--- config.mk ---
export PLATFORM = sky130hd
export DESIGN_NAME = dma_bus_master
export DESIGN_NICKNAME = d
export VERILOG_FILES = /design/src/rtl/dma_bus_master.sv
export SDC_FILE = /design/constraint.sdc
export NUM_CORES = 1
export LEC_CHECK = 0
export ABC_AREA = 1
export CAP_MARGIN = 20
export CORE_UTILIZATION = 47
export DETAILED_ROUTE_END_ITERATION = 10
export MAX_ROUTING_LAYER = met4
export PLACE_DENSITY = 0.88
export SLEW_MARGIN = 10
export SYNTH_ARGS = -nofsm -noshare
export SYNTH_HDL_FRONTEND = slang
export SYNTH_SLANG_ARGS = --single-unit
--- constraint.sdc ---
create_clock -name clk -period 1.9 [get_ports clk]
set_input_delay 0.19 -clock clk [delete_from_list [all_inputs] [get_ports clk]]
set_output_delay 0.19 -clock clk [all_outputs]
set_load 0.005 [all_outputs]
--- src/rtl/dma_bus_master.sv ---
// dma_bus_master: programs a memory-mapped DMA engine over a simple
// single-cycle bus (SRC, DST, SIZE, then CSR), polls the CSR until DONE
// or ERROR, and reports the outcome on a one-cycle status pulse.
// Optional feature macro: DMA_MASTER_TIMEOUT_EN. When it is defined, polling
// stops after TIMEOUT_POLLS reads and the command reports sts_timeout.
// dma_pkg holds the register map and CSR bit positions.

package dma_pkg;
  localparam int unsigned REG_SRC   = 0;
  localparam int unsigned REG_DST   = 2;
  localparam int unsigned REG_SIZE  = 4;
  localparam int unsigned REG_CSR   = 6;
  localparam int unsigned CSR_GO    = 0;
  localparam int unsigned CSR_BUSY  = 1;
  localparam int unsigned CSR_DONE  = 2;
  localparam int unsigned CSR_ERROR = 3;
endpackage

module dma_bus_master
  import dma_pkg::*;
#(
  parameter int DATA_W        = 16,
  parameter int ADDR_W        = 16,
  parameter int POLL_GAP      = 4,
  parameter int TIMEOUT_POLLS = 1024
) (
  input  logic              clk,
  input  logic              rstn,
  // Command handshake: a command transfers on a rising clk edge where
  // cmd_valid and cmd_ready are both 1. cmd_ready is 1 only while idle and
  // out of reset; the fields are captured on that edge and ignored after.
  input  logic              cmd_valid,
  output logic              cmd_ready,
  input  logic [ADDR_W-1:0] cmd_src,
  input  logic [ADDR_W-1:0] cmd_dst,
  input  logic [DATA_W-1:0] cmd_size,
  output logic              bus_valid,
  output logic              bus_rnw,
  output logic [ADDR_W-1:0] bus_addr,
  output logic [DATA_W-1:0] bus_wdata,
  input  logic [DATA_W-1:0] bus_rdata,
  output logic              sts_valid,
  output logic              sts_done,
  output logic              sts_error,
  output logic              sts_timeout,
  output logic [3:0]        dbg_state
);

  typedef enum logic [3:0] {
    IDLE     = 4'd0,
    WR_SRC   = 4'd1,
    WR_DST   = 4'd2,
    WR_SIZE  = 4'd3,
    WR_CSR   = 4'd4,
    POLL_RD  = 4'd5,
    POLL_CAP = 4'd6,
    GAP      = 4'd7,
    REPORT   = 4'd8
  } state_t;

  localparam logic [ADDR_W-1:0] A_SRC  = ADDR_W'(REG_SRC);
  localparam logic [ADDR_W-1:0] A_DST  = ADDR_W'(REG_DST);
  localparam logic [ADDR_W-1:0] A_SIZE = ADDR_W'(REG_SIZE);
  localparam logic [ADDR_W-1:0] A_CSR  = ADDR_W'(REG_CSR);
  // GO and BUSY set, everything else (stale DONE/ERROR) cleared.
  localparam logic [DATA_W-1:0] CSR_START =
    DATA_W'((64'd1 << CSR_GO) | (64'd1 << CSR_BUSY));
  localparam int GAP_W = (POLL_GAP > 1) ? $clog2(POLL_GAP) : 1;
  localparam logic [GAP_W-1:0] GAP_LOAD =
    (POLL_GAP > 0) ? GAP_W'(POLL_GAP - 1) : '0;

  state_t              r_state;
  logic [ADDR_W-1:0]   r_dst;
  logic [DATA_W-1:0]   r_size;
  logic [GAP_W-1:0]    r_gap_cnt;
  logic                r_bus_valid;
  logic                r_bus_rnw;
  logic [ADDR_W-1:0]   r_bus_addr;
  logic [DATA_W-1:0]   r_bus_wdata;
  logic                r_sts_valid;
  logic                r_sts_done;
  logic                r_sts_error;
  logic                r_sts_timeout;

  logic w_cap_done;
  logic w_cap_error;
  logic w_poll_exhausted;

  assign w_cap_done  = bus_rdata[CSR_DONE];
  assign w_cap_error = bus_rdata[CSR_ERROR];

`ifdef DMA_MASTER_TIMEOUT_EN
  localparam int PCNT_W = $clog2(TIMEOUT_POLLS + 1);
  logic [PCNT_W-1:0] r_poll_cnt;
  logic              w_poll_issue;

  // A poll is issued whenever the next state will be POLL_RD.
  assign w_poll_issue = (r_state == WR_CSR) ||
                        ((r_state == GAP) && (r_gap_cnt == '0)) ||
                        ((r_state == POLL_CAP) && !w_cap_error && !w_cap_done &&
                         !w_poll_exhausted && (POLL_GAP == 0));
  assign w_poll_exhausted = (r_poll_cnt >= PCNT_W'(TIMEOUT_POLLS));

  // Count CSR reads issued for the current command.
  always_ff @(posedge clk or negedge rstn) begin
    if (!rstn) begin
      r_poll_cnt <= '0;
    end else if (r_state == IDLE) begin
      r_poll_cnt <= '0;
    end else if (w_poll_issue) begin
      r_poll_cnt <= r_poll_cnt + 1'b1;
    end
  end
`else
  assign w_poll_exhausted = 1'b0;
`endif

  // Main sequencer: state plus registered bus and status outputs.
  always_ff @(posedge clk or negedge rstn) begin
    if (!rstn) begin
      r_state       <= IDLE;
      r_dst         <= '0;
      r_size        <= '0;
      r_gap_cnt     <= '0;
      r_bus_valid   <= 1'b0;
      r_bus_rnw     <= 1'b0;
      r_bus_addr    <= '0;
      r_bus_wdata   <= '0;
      r_sts_valid   <= 1'b0;
      r_sts_done    <= 1'b0;
      r_sts_error   <= 1'b0;
      r_sts_timeout <= 1'b0;
    end else begin
      r_bus_valid <= 1'b0;
      r_bus_rnw   <= 1'b0;
      r_bus_addr  <= '0;
      r_bus_wdata <= '0;
      r_sts_valid <= 1'b0;
      case (r_state)
        IDLE: begin
          if (cmd_valid) begin
            r_dst  <= cmd_dst;
            r_size <= cmd_size;
            if (cmd_size[0]) begin
              r_state       <= REPORT;
              r_sts_valid   <= 1'b1;
              r_sts_done    <= 1'b0;
              r_sts_error   <= 1'b1;
              r_sts_timeout <= 1'b0;
            end else begin
              r_state     <= WR_SRC;
              r_bus_valid <= 1'b1;
              r_bus_addr  <= A_SRC;
              r_bus_wdata <= DATA_W'(cmd_src);
            end
          end
        end
        WR_SRC: begin
          r_state     <= WR_DST;
          r_bus_valid <= 1'b1;
          r_bus_addr  <= A_DST;
          r_bus_wdata <= DATA_W'(r_dst);
        end
        WR_DST: begin
          r_state     <= WR_SIZE;
          r_bus_valid <= 1'b1;
          r_bus_addr  <= A_SIZE;
          r_bus_wdata <= r_size;
        end
        WR_SIZE: begin
          r_state     <= WR_CSR;
          r_bus_valid <= 1'b1;
          r_bus_addr  <= A_CSR;
          r_bus_wdata <= CSR_START;
        end
        WR_CSR: begin
          r_state     <= POLL_RD;
          r_bus_valid <= 1'b1;
          r_bus_rnw   <= 1'b1;
          r_bus_addr  <= A_CSR;
        end
        POLL_RD: begin
          r_state <= POLL_CAP;
        end
        POLL_CAP: begin
          if (w_cap_error || w_cap_done || w_poll_exhausted) begin
            r_state       <= REPORT;
            r_sts_valid   <= 1'b1;
            r_sts_error   <= w_cap_error;
            r_sts_done    <= w_cap_done && !w_cap_error;
            r_sts_timeout <= !w_cap_error && !w_cap_done;
          end else if (POLL_GAP == 0) begin
            r_state     <= POLL_RD;
            r_bus_valid <= 1'b1;
            r_bus_rnw   <= 1'b1;
            r_bus_addr  <= A_CSR;
          end else begin
            r_state   <= GAP;
            r_gap_cnt <= GAP_LOAD;
          end
        end
        GAP: begin
          if (r_gap_cnt == '0) begin
            r_state     <= POLL_RD;
            r_bus_valid <= 1'b1;
            r_bus_rnw   <= 1'b1;
            r_bus_addr  <= A_CSR;
          end else begin
            r_gap_cnt <= r_gap_cnt - 1'b1;
          end
        end
        REPORT: begin
          r_state <= IDLE;
        end
        default: begin
          r_state <= IDLE;
        end
      endcase
    end
  end

  assign cmd_ready   = rstn && (r_state == IDLE);
  assign bus_valid   = r_bus_valid;
  assign bus_rnw     = r_bus_rnw;
  assign bus_addr    = r_bus_addr;
  assign bus_wdata   = r_bus_wdata;
  assign sts_valid   = r_sts_valid;
  assign sts_done    = r_sts_done;
  assign sts_error   = r_sts_error;
  assign sts_timeout = r_sts_timeout;
  assign dbg_state   = r_state;

endmodule

==> run summary <==
crit start category: register
final worst slack: 0.07027 ns
Min-Delay Path Class: primary input to async pin
DP Wirelength: 4568 um
peak fanout along the critical path: 4
met1 Use GR: 27.15%
Max-cap violations: 0
Area growth syn-to-layout: 37.09%
crit path max-delay cell type: clkdlybuf4s50_1
n_diodes: 0
first-pass GRT wire length: 10,560 um
htree depth: 3
slowest stage delay, CP: 0.51 ns
pre-CTS setup slack: 0.3120 ns
placed insts: 477
Die Height: 78.72 um
P per Cell Area: 1444 nW/um^2
synthesized flop and latch total: 62
Crit path buffers/inverters: 1
VDD IR max: 0.0006828 V
Initial Util: 49.63%
Avg Cell Area, Syn: 8.409 um^2
CP Class: register to output pin
GRT busiest layer: met2
status: finished, final reports clean
min Tclk post-route: 1.830 ns
unrepaired setup endpoints after global routing: false
clk slew on worst S/H paths: 0.06 ns
worst slew pin tran: 0.7559 ns
setup TNS: 0 ns
initial antenna violation count: 0
layout cells sized above 1: 8.274%
CTS Hold Bufs: 0
Final Hold Vio Count: 0
sequential area share after synthesis: 56.08%
cells after synthesis: 329
row count: 27
Final period util: 96.30%
count of pins over their slew limit: 0
Die W: 78.72 um
cell area after synthesis: 2766 um^2
gpl congestion: 0.8649
nets@finish: 487
total gr overflow: 0
worst relative slew slack: 49.61%
critical-path cell list: nor2_4 > nand2_2 > nor2_1 > clkdlybuf4s50_1
final non-filler cell total: 495
FILL cells: 466
DR WL/cell: 13.16 um
Critical Path RT: 1.71 ns
M3 GR Usage: 3.448%
number of global-route vias before repair: 2,340
Crit Reg-Reg Startpoint: dbg_state[2]
IO Count: 110
TritonRoute pass-1 iters: 4
DRC viols: 0
CTS tree: built
antenna viol nets, final: 0
Setup crit end kind: output pin
Worst Hold Slack: 0.02467 ns
pin count of the biggest net entering global routing: 63
met2 GRT Util: 38.43%
fmax: 0.5465 GHz
DR iter-0 viols: 257
clk_skew: 0.006793 ns
Synth Warn #: 0
final setup fails: 0
Crit. Startpoint: dbg_state[2]
Leak Pwr: 1.924 nW
Core Region: 5574 um^2
CTS Sinks: 62
Clock Tree Buf Depth: 2
Arr. time, crit path: 1.64 ns
CP delay by family, top: buffers and inverters
clock root cell: clkbuf_8
DR vias/cell: 5.042
TritonCTS buffer count: 9
Netlist cell types: 22
Vias: 2,496
Total Wirelength: 6515 um
Clock Latency Late Sink: 0.33 ns
total track usage: 23.60%
number of I/O port buffers: 81
die area: 6197 um^2
## state kept, by name, indices dropped and copies added, names as in the netlist
register / count
r_gap_cnt: 2
dbg_state: 4
r_dst: 16
sts_error: 1
bus_rnw: 1
bus_valid: 1
bus_wdata: 16
sts_timeout: 1
sts_valid: 1
sts_done: 1
r_size: 16
bus_addr: 2
## cells in the mapped netlist
cell | count | area (um^2)
nand2_1 | 139 | 521.8
dfrtp_1 | 62 | 1551
nand3_1 | 55 | 275.3
buf_4 | 16 | 120.1
inv_1 | 15 | 56.30
nor2_1 | 11 | 41.29
buf_2 | 6 | 30.03
nand4_1 | 4 | 25.02
clkbuf_1 | 3 | 11.26
nor2_2 | 3 | 18.77
a21oi_1 | 2 | 10.01
buf_6 | 2 | 22.52
inv_2 | 2 | 7.510
clkinv_1 | 1 | 3.750
conb_1 | 1 | 3.750
ha_1 | 1 | 12.51
nand2_2 | 1 | 6.260
nor2_4 | 1 | 11.26
nor3_4 | 1 | 16.27
o2111ai_1 | 1 | 8.760
o211ai_1 | 1 | 7.510
o21ai_0 | 1 | 5.000
## layer usage
metal / vias up / wire length (um)
met4: 0 / 269
li1: 1194 / -
met5: - / 0
met1: 1176 / 2555
met2: 104 / 3325
met3: 22 / 364
## report_power, final
part           switching, mW  internal (mW)
logic                   1.17           1.07
registers              0.302           1.93
clock network          0.463          0.537
## cell families (layout without fill, tap and decap cells)
kind of cell             count (synthesis)  in the layout  share of synthesized area [%]
AND/OR/NAND/NOR                        215            215                          33.11
other                                    1             14                         0.1356
AO/OA/AOI/OAI                            5              5                          1.131
adder cells (fa/ha/maj)                  1              1                         0.4522
flip-flops                              62             62                          56.08
buffers and inverters                   45            126                          9.091
## placed cells by master, fill, tap and decap left out, drive strengths merged
cell type	Yosys	layout
a21oi	2	2
nand2	140	140
nor2	15	15
o21ai	1	1
clkbuf	3	14
conb	1	14
nand4	4	4
o211ai	1	1
dfrtp	62	62
nand3	55	55
clkinv	1	2
clkdlybuf4s50	0	80
ha	1	1
o2111ai	1	1
buf	24	13
inv	17	17
nor3	1	1
## stage by stage
step | total power, mW | util (%) | cell area [um^2]
final | 5.477 | 68.04 | 3792
after global routing | 5.885 | 68.04 | 3792
after CTS | 5.444 | 67.59 | 3767
after detailed placement | 4.431 | 64.49 | 3595
after global placement | 4.322 | 64.49 | 3595
after floorplan | 3.425 | - | 2815
## final cells by class
cell class | instances | area (um^2) | share of cell area (%)
Clock inverter | 1 | 5.005 | 0.1320
Multi-Input combinational cell | 235 | 1017 | 26.82
Inverter | 18 | 67.56 | 1.782
Timing Repair Buffer | 93 | 895.9 | 23.62
Sequential cell | 62 | 1554 | 40.98
Clock buffer | 14 | 162.7 | 4.289
Tap cell | 72 | 90.09 | 2.375
## worst register-to-register path: cells and delay by family (launching register included)
family / cells / cell delay, ns
buf+inv: 3 / 0.65
simple gates: 4 / 0.32
flops: 1 / 0.44
## what timing repair did
action,4_1_cts,5_1_grt
setup endpoints to repair,1,1
buffers inserted,0,3
gates resized for setup,1,2
pin swaps,0,1
## worst paths after layout
path | to | slack [ns] | cells past startpoint
max | cmd_ready | 0.07 | 4
min | sts_valid | 0.02 | 2
max reg2reg | bus_wdata[2] | 0.35 | 7
min reg2reg | r_dst[7] | 0.47 | 2
max in group asynchronous | dbg_state[1] | 1.33 | 2
min in group clk | bus_wdata[12] | 0.41 | 3
Power figures use the tool's default switching activity.
